<file path="config.mk">
export PLATFORM = sky130hd
export DESIGN_NAME = vend_sequencer_flat
export DESIGN_NICKNAME = d
export VERILOG_FILES = /design/src/rtl/vend_pkg.sv /design/src/rtl/vend_sequencer_if.sv /design/src/rtl/vend_change_gen.sv /design/src/rtl/vend_sequencer.sv /design/src/flat_wrapper.sv
export SDC_FILE = /design/constraint.sdc
export NUM_CORES = 1
export LEC_CHECK = 0
export ABC_AREA = 1
export CORE_MARGIN = 2
export CORE_UTILIZATION = 50
export DETAILED_ROUTE_END_ITERATION = 7
export PLACE_DENSITY = 0.74
export SYNTH_ARGS = -nofsm -noshare
export SYNTH_HDL_FRONTEND = slang
export SYNTH_SLANG_ARGS = --single-unit
</file>
<file path="constraint.sdc">
create_clock -name clk -period 6.2 [get_ports clk]
set_clock_uncertainty 0.1 [all_clocks]
set_input_delay 1.24 -clock clk [delete_from_list [all_inputs] [get_ports clk]]
set_output_delay 1.24 -clock clk [all_outputs]
set_load 0.02 [all_outputs]
</file>
<file path="src/rtl/vend_pkg.sv">
// Shared types for the vending sequencer: FSM states, change-coin codes and item encodings.
package vend_pkg;

  typedef enum logic [1:0] {
    ST_IDLE    = 2'd0,
    ST_COLLECT = 2'd1,
    ST_VEND    = 2'd2,
    ST_CHANGE  = 2'd3
  } state_t;

  localparam logic [1:0] COIN_NONE = 2'b00;
  localparam logic [1:0] COIN_1    = 2'b01;
  localparam logic [1:0] COIN_2    = 2'b10;
  localparam logic [1:0] COIN_4    = 2'b11;

  localparam logic ITEM_A = 1'b0;
  localparam logic ITEM_B = 1'b1;

  function automatic logic [2:0] coin_weight(input logic [1:0] code);
    case (code)
      COIN_1:  return 3'd1;
      COIN_2:  return 3'd2;
      COIN_4:  return 3'd4;
      default: return 3'd0;
    endcase
  endfunction

endpackage

</file>
<file path="src/rtl/vend_sequencer_if.sv">
// Coin/select inputs, dispenser handshake and change handshake of the vending sequencer.
interface vend_sequencer_if #(parameter int CREDIT_W = 4);
  logic                d1;
  logic                d2;
  logic                d3;
  logic                sel_a;
  logic                sel_b;
  logic                cancel;
  logic                vend_req;
  logic                vend_item;
  logic                vend_ack;
  logic                chg_valid;
  logic [1:0]          chg_coin;
  logic                chg_ready;
  logic [CREDIT_W-1:0] credit;
  logic                busy;

  modport master (
    output d1, d2, d3, sel_a, sel_b, cancel, vend_ack, chg_ready,
    input  vend_req, vend_item, chg_valid, chg_coin, credit, busy
  );

  modport slave (
    input  d1, d2, d3, sel_a, sel_b, cancel, vend_ack, chg_ready,
    output vend_req, vend_item, chg_valid, chg_coin, credit, busy
  );
endinterface

</file>
<file path="src/rtl/vend_change_gen.sv">
// Greedy change denomination: largest coin that does not exceed the remaining credit.
module vend_change_gen
  import vend_pkg::*;
#(
  parameter int CREDIT_W = 4
) (
  input  logic [CREDIT_W-1:0] i_credit,
  output logic [1:0]          o_coin
);

  always_comb begin
    o_coin = COIN_NONE;
    if (int'(i_credit) >= 4)
      o_coin = COIN_4;
    else if (int'(i_credit) >= 2)
      o_coin = COIN_2;
    else if (int'(i_credit) >= 1)
      o_coin = COIN_1;
  end

endmodule

</file>
<file path="src/rtl/vend_sequencer.sv">
// Vending controller: collects coin credit, vends one item per selection, then pays change coin by coin.
module vend_sequencer
  import vend_pkg::*;
#(
  parameter int PRICE_A  = 3,
  parameter int PRICE_B  = 5,
  parameter int CREDIT_W = 4,
  parameter int TIMEOUT  = 15
) (
  input  logic           clk,
  input  logic           rst,
  vend_sequencer_if.slave vend_bus
);

  localparam int MAX_CREDIT = 2**CREDIT_W - 1;
  localparam int SUM_W      = CREDIT_W + 1;
  localparam int TIMER_W    = (TIMEOUT > 1) ? $clog2(TIMEOUT) : 1;

  state_t              r_state, w_state_next;
  logic [CREDIT_W-1:0] r_credit, w_credit_next;
  logic [TIMER_W-1:0]  r_timer, w_timer_next;
  logic                r_vend_req, w_vend_req_next;
  logic                r_vend_item, w_vend_item_next;
  logic                r_chg_valid, w_chg_valid_next;
  logic [1:0]          r_chg_coin, w_chg_coin_next;
  logic                r_busy, w_busy_next;

  logic [2:0]          w_coin_wt;
  logic [SUM_W-1:0]    w_coin_sum;
  logic                w_coin_ok;
  logic                w_sel_a_ok;
  logic                w_sel_b_ok;
  logic [1:0]          w_greedy_coin;

  // Only one coin per cycle counts; d1 wins over d2 wins over d3.
  always_comb begin
    w_coin_wt = 3'd0;
    if (vend_bus.d1)
      w_coin_wt = 3'd1;
    else if (vend_bus.d2)
      w_coin_wt = 3'd2;
    else if (vend_bus.d3)
      w_coin_wt = 3'd4;
  end

  assign w_coin_sum = {1'b0, r_credit} + SUM_W'(w_coin_wt);
  assign w_coin_ok  = (w_coin_wt != 3'd0) && (w_coin_sum <= SUM_W'(MAX_CREDIT));
  assign w_sel_a_ok = vend_bus.sel_a && (r_credit >= CREDIT_W'(PRICE_A));
  assign w_sel_b_ok = !vend_bus.sel_a && vend_bus.sel_b && (r_credit >= CREDIT_W'(PRICE_B));

  vend_change_gen #(.CREDIT_W(CREDIT_W)) u_change_gen (
    .i_credit (w_credit_next),
    .o_coin   (w_greedy_coin)
  );

  always_ff @(posedge clk or negedge rst) begin
    if (!rst) begin
      r_state     <= ST_IDLE;
      r_credit    <= '0;
      r_timer     <= '0;
      r_vend_req  <= 1'b0;
      r_vend_item <= 1'b0;
      r_chg_valid <= 1'b0;
      r_chg_coin  <= COIN_NONE;
      r_busy      <= 1'b0;
    end else begin
      r_state     <= w_state_next;
      r_credit    <= w_credit_next;
      r_timer     <= w_timer_next;
      r_vend_req  <= w_vend_req_next;
      r_vend_item <= w_vend_item_next;
      r_chg_valid <= w_chg_valid_next;
      r_chg_coin  <= w_chg_coin_next;
      r_busy      <= w_busy_next;
    end
  end

  always_comb begin
    w_state_next  = r_state;
    w_credit_next = r_credit;
    w_timer_next  = r_timer;
    case (r_state)
      ST_IDLE: begin
        if (w_coin_ok) begin
          w_credit_next = w_coin_sum[CREDIT_W-1:0];
          w_timer_next  = '0;
          w_state_next  = ST_COLLECT;
        end
      end
      ST_COLLECT: begin
        if (vend_bus.cancel) begin
          w_state_next = ST_CHANGE;
        end else if (w_sel_a_ok) begin
          w_credit_next = r_credit - CREDIT_W'(PRICE_A);
          w_state_next  = ST_VEND;
        end else if (w_sel_b_ok) begin
          w_credit_next = r_credit - CREDIT_W'(PRICE_B);
          w_state_next  = ST_VEND;
        end else if (w_coin_ok) begin
          w_credit_next = w_coin_sum[CREDIT_W-1:0];
          w_timer_next  = '0;
        end else if (r_timer == TIMER_W'(TIMEOUT - 1)) begin
          w_timer_next = '0;
          w_state_next = ST_CHANGE;
        end else begin
          w_timer_next = r_timer + 1'b1;
        end
      end
      ST_VEND: begin
        if (vend_bus.vend_ack && r_vend_req)
          w_state_next = (r_credit != '0) ? ST_CHANGE : ST_IDLE;
      end
      ST_CHANGE: begin
        if (r_chg_valid && vend_bus.chg_ready) begin
          w_credit_next = r_credit - CREDIT_W'(coin_weight(r_chg_coin));
          if (w_credit_next == '0)
            w_state_next = ST_IDLE;
        end
      end
      default: w_state_next = ST_IDLE;
    endcase
  end

  // Outputs are computed from the upcoming state so they appear registered with it.
  always_comb begin
    w_vend_req_next  = (w_state_next == ST_VEND);
    w_vend_item_next = r_vend_item;
    if (r_state == ST_COLLECT && w_state_next == ST_VEND)
      w_vend_item_next = w_sel_a_ok ? ITEM_A : ITEM_B;
    w_chg_valid_next = (w_state_next == ST_CHANGE);
    w_chg_coin_next  = w_chg_valid_next ? w_greedy_coin : COIN_NONE;
    w_busy_next      = (w_state_next == ST_VEND) || (w_state_next == ST_CHANGE);
  end

  assign vend_bus.vend_req  = r_vend_req;
  assign vend_bus.vend_item = r_vend_item;
  assign vend_bus.chg_valid = r_chg_valid;
  assign vend_bus.chg_coin  = r_chg_coin;
  assign vend_bus.credit    = r_credit;
  assign vend_bus.busy      = r_busy;

endmodule

</file>
<file path="src/flat_wrapper.sv">
// flat-port wrapper written by rule: the top's interface ports become plain ports
module vend_sequencer_flat import vend_pkg::*;
#(
  parameter int PRICE_A  = 3,
  parameter int PRICE_B  = 5,
  parameter int CREDIT_W = 4,
  parameter int TIMEOUT  = 15
)
  (clk, rst, vend_bus_d1, vend_bus_d2, vend_bus_d3, vend_bus_sel_a, vend_bus_sel_b, vend_bus_cancel, vend_bus_vend_ack, vend_bus_chg_ready, vend_bus_vend_req, vend_bus_vend_item, vend_bus_chg_valid, vend_bus_chg_coin, vend_bus_credit, vend_bus_busy);
  vend_sequencer_if #(.CREDIT_W(CREDIT_W)) vend_bus_i ();
  input  logic clk;
  input  logic rst;
  input wire logic [$bits(vend_bus_i.d1)-1:0] vend_bus_d1;
  input wire logic [$bits(vend_bus_i.d2)-1:0] vend_bus_d2;
  input wire logic [$bits(vend_bus_i.d3)-1:0] vend_bus_d3;
  input wire logic [$bits(vend_bus_i.sel_a)-1:0] vend_bus_sel_a;
  input wire logic [$bits(vend_bus_i.sel_b)-1:0] vend_bus_sel_b;
  input wire logic [$bits(vend_bus_i.cancel)-1:0] vend_bus_cancel;
  input wire logic [$bits(vend_bus_i.vend_ack)-1:0] vend_bus_vend_ack;
  input wire logic [$bits(vend_bus_i.chg_ready)-1:0] vend_bus_chg_ready;
  output wire logic [$bits(vend_bus_i.vend_req)-1:0] vend_bus_vend_req;
  output wire logic [$bits(vend_bus_i.vend_item)-1:0] vend_bus_vend_item;
  output wire logic [$bits(vend_bus_i.chg_valid)-1:0] vend_bus_chg_valid;
  output wire logic [$bits(vend_bus_i.chg_coin)-1:0] vend_bus_chg_coin;
  output wire logic [$bits(vend_bus_i.credit)-1:0] vend_bus_credit;
  output wire logic [$bits(vend_bus_i.busy)-1:0] vend_bus_busy;
  assign vend_bus_i.d1 = vend_bus_d1;
  assign vend_bus_i.d2 = vend_bus_d2;
  assign vend_bus_i.d3 = vend_bus_d3;
  assign vend_bus_i.sel_a = vend_bus_sel_a;
  assign vend_bus_i.sel_b = vend_bus_sel_b;
  assign vend_bus_i.cancel = vend_bus_cancel;
  assign vend_bus_i.vend_ack = vend_bus_vend_ack;
  assign vend_bus_i.chg_ready = vend_bus_chg_ready;
  assign vend_bus_vend_req = vend_bus_i.vend_req;
  assign vend_bus_vend_item = vend_bus_i.vend_item;
  assign vend_bus_chg_valid = vend_bus_i.chg_valid;
  assign vend_bus_chg_coin = vend_bus_i.chg_coin;
  assign vend_bus_credit = vend_bus_i.credit;
  assign vend_bus_busy = vend_bus_i.busy;
  vend_sequencer #(.PRICE_A(PRICE_A), .PRICE_B(PRICE_B), .CREDIT_W(CREDIT_W), .TIMEOUT(TIMEOUT)) u_core (.clk(clk), .rst(rst), .vend_bus(vend_bus_i));
endmodule
</file>
==> metrics.yaml <==
run_status:
  status: "finished, violations left"
  violations: "design-rule violations"
timing:
  finalCriticalPeriod_ns: 3.47
  worst_pin_slew_ns: 0.686
  fin_crit_sh_pct: 56.0
  rsz0062_at_grt: "false"
  relSlewSlack_pct: 54.1
  hold_viol_final: 0
  setup_viol: 0
  finalSetupTns_ns: 0
  max_freq_mhz: 288
  drv_slew: 0
  setup_ws_ns: 2.73
routing:
  antenna_left: 0
  first_iter_violations: 40
  wl_mm: 3.43
  vias_per_cell: 5.20
  drc: 2
  dr_total_vias: 1440
  drt_pass1_iterations: 6
  wire_per_inst_um: 12.4
placement:
  post-place-ws_ns: 2.44
  gp_congestion: 0.864
  hpwl_mm: 2.75
  port_buffers: 19
critical_path:
  path_class: "primary input to flip-flop"
  crit_arrival_ns: 3.56
  r2r_slack_ns: 3.51
  ff2ff_path_depth: 16
  crit_fanout: 7
  startpoint_type: "primary input"
  setup.worst_path.end: "u_core.vend_bus.chg_coin[1]"
  rr_endpoint: "u_core.vend_bus.chg_coin[1]"
  setup.worst_path.start: "vend_bus_d1"
  crit_required_ns: 6.29
  reg2reg_from: "u_core.vend_bus.credit[0]"
  endpoint_kind: "flip-flop"
clock_network:
  clock-sinks: 16
  post_cts_buffers: 0
  numCtsBuffers: 3
  root_buffer: "clkbuf_4"
  cts.path.max_buffers: 2
  cts_resized: 0
  clk-insertion-delay-late_ns: 0.29
  htreeDepth: 1
  hold_buffers: 0
  cts_tree: "yes"
  clk_pin_slew_ns: 0.09
die:
  rows: 19
  initial_core_util_pct: 53.7
  pin_count: 20
  chipWidth_um: 58.9
  dieArea_mm2: 0.00347
  die_y_um: 58.9
  core_area_mm2: 0.00281
final_layout:
  area_delta_synth_final_pct: 17.3
  fillCellCount: 269
  mostFrequentLayoutCell: "nand2_1"
  num_antenna_cells: 0
  nets: 270
  drive_gt1_share_pct: 8.94
  layout_common_cells: "nand2_1 (60), inv_1 (36), clkdlybuf4s50_1 (19)"
logic_synthesis:
  synth.distinct_cells: 33
  yosysSeqAreaShare_pct: 26.6
  syn_avg_cell_area_um2: 6.73
  ys_ff_latch: 16
  netlist_instances: 224
  ys_warn_count: 0
  yosysTopAreaCell: "dfrtp_1"
  syn-cell-area_mm2: 0.00151
  synth.top_cells.by_area: "dfrtp_1 (27%), nand2_1 (15%), ha_1 (9.1%), inv_1 (9.0%), nand3_1 (5.0%)"
  synth_top_area_share_pct: 26.6
  syn-num-nets: 247
power:
  power.leakage_nw: 0.917
  p_per_area_mw_per_mm2: 536
  vdd_drop_max_mv: 0.252
global_route:
  grt_pass1_vias: 1329
  antenna_found_initial: 0
  grt_overflow: 0
  grt_pass1_wl_mm: 6.02
  grt_max_degree: 17
  grt.total_usage_pct: 22.6
run:
  cap_violations: 0
min_path:
  hold_path.class: "flip-flop to flip-flop"
## where the power goes
group	internal [mW]	leakage, nW	switching, mW
registers	0.148	0.200	0.0785
logic	0.254	0.697	0.400
clock network	0.0358	0.0210	0.0324
total	0.438	0.917	0.511
## state kept, by name, summed over array words and instances (netlist names)
name / flops
u_core.vend_bus.chg_coin: 2
u_core.vend_bus.busy: 1
u_core.r_state: 2
u_core.vend_bus.credit: 4
u_core.vend_bus.vend_req: 1
u_core.r_timer: 4
u_core.vend_bus.vend_item: 1
u_core.vend_bus.chg_valid: 1
## cells by family (layout without fill, tap and decap cells)
family	count (synthesis)	in the layout	synth area share [%]
AND/OR/NAND/NOR	112	112	33.6
buffers and inverters	42	64	10.5
AO/OA/AOI/OAI	37	37	15.2
flip-flops	16	16	26.6
adder cells (fa/ha/maj)	13	13	11.8
XOR/XNOR	4	4	2.32
## cell usage after synthesis
| cell type | instances |
|---|---|
| nand2_1 | 60 |
| nor3_1 | 5 |
| a21oi_4 | 1 |
| a21oi_1 | 11 |
| o31ai_1 | 1 |
| o21a_1 | 1 |
| o22ai_1 | 1 |
| ha_1 | 11 |
| nor2_1 | 17 |
| fa_1 | 2 |
| nand3_1 | 15 |
| o211ai_1 | 3 |
| nand3_2 | 1 |
| dfrtp_1 | 16 |
| nand4_1 | 4 |
| a21oi_2 | 2 |
| inv_1 | 36 |
| clkinv_1 | 1 |
| xor2_1 | 2 |
| nor2_2 | 2 |
| buf_2 | 1 |
| o21ai_0 | 12 |
| xnor2_1 | 2 |
| o21ai_1 | 1 |
| o21bai_1 | 1 |
| nor2_8 | 1 |
| a31oi_1 | 1 |
| and3_1 | 1 |
| inv_2 | 4 |
| nand3b_1 | 1 |
| nand2_2 | 4 |
| o21ai_2 | 2 |
| nor2_4 | 1 |
## worst min-delay path by stage
| stage | end | slack [ns] | cells past startpoint | start |
|---|---|---|---|---|
| floorplan | u_core.r_timer[2] | 0.44 | 2 | u_core.r_timer[2] |
| global placement | u_core.vend_bus.vend_item | 0.38 | 2 | u_core.vend_bus.vend_item |
| detailed placement | u_core.vend_bus.vend_item | 0.39 | 2 | u_core.vend_bus.vend_item |
| CTS | u_core.vend_bus.vend_item | 0.41 | 2 | u_core.vend_bus.vend_item |
| global route | u_core.vend_bus.vend_item | 0.43 | 2 | u_core.vend_bus.vend_item |
| finish | u_core.vend_bus.vend_item | 0.41 | 2 | u_core.vend_bus.vend_item |
## critical path, stage by stage
cell and delay (ns):
clkdlybuf4s50_1 0.46, ha_1 0.24, fa_1 0.41, nand2_1 0.08
nand2_1 0.05, nand2_1 0.11, nand2_2 0.10, inv_1 0.17
nor2_2 0.08, o21ai_2 0.11, nand2_1 0.07, a21oi_2 0.18
inv_1 0.08, nand2_1 0.07, inv_2 0.04, nand2_1 0.05
inv_1 0.03
## stage by stage
step	utilization, %	area (um^2)	power, mW	hold slack (ns)	cells
after floorplan	-	1510	0.693	0.436	224
after global placement	61.7	1730	0.873	0.382	273
after detailed placement	61.7	1730	0.878	0.387	273
after CTS	63.0	1770	0.951	0.413	277
after global routing	63.0	1770	1.06	0.426	277
final	63.0	1770	0.948	0.407	277
## metal layers
layer	share of wire [%]	global-route usage, %	vias up
met3	3.3	4.40	4
met1	50	30.4	651
met2	45	37.5	24
li1	-	-	761
met4	1.5	5.19	0
met5	0	0	-
## layout make-up
| type | instances | area [um^2] | share of cell area (%) |
|---|---|---|---|
| inverters | 41 | 154 | 8.70 |
| clock buffers | 4 | 36.3 | 2.05 |
| repair buffers | 19 | 190 | 10.8 |
| multi-input cells | 166 | 948 | 53.6 |
| flip-flops and latches | 16 | 400 | 22.6 |
| well taps | 31 | 38.8 | 2.19 |
No activity file was read; power rests on OpenSTA's default activity.
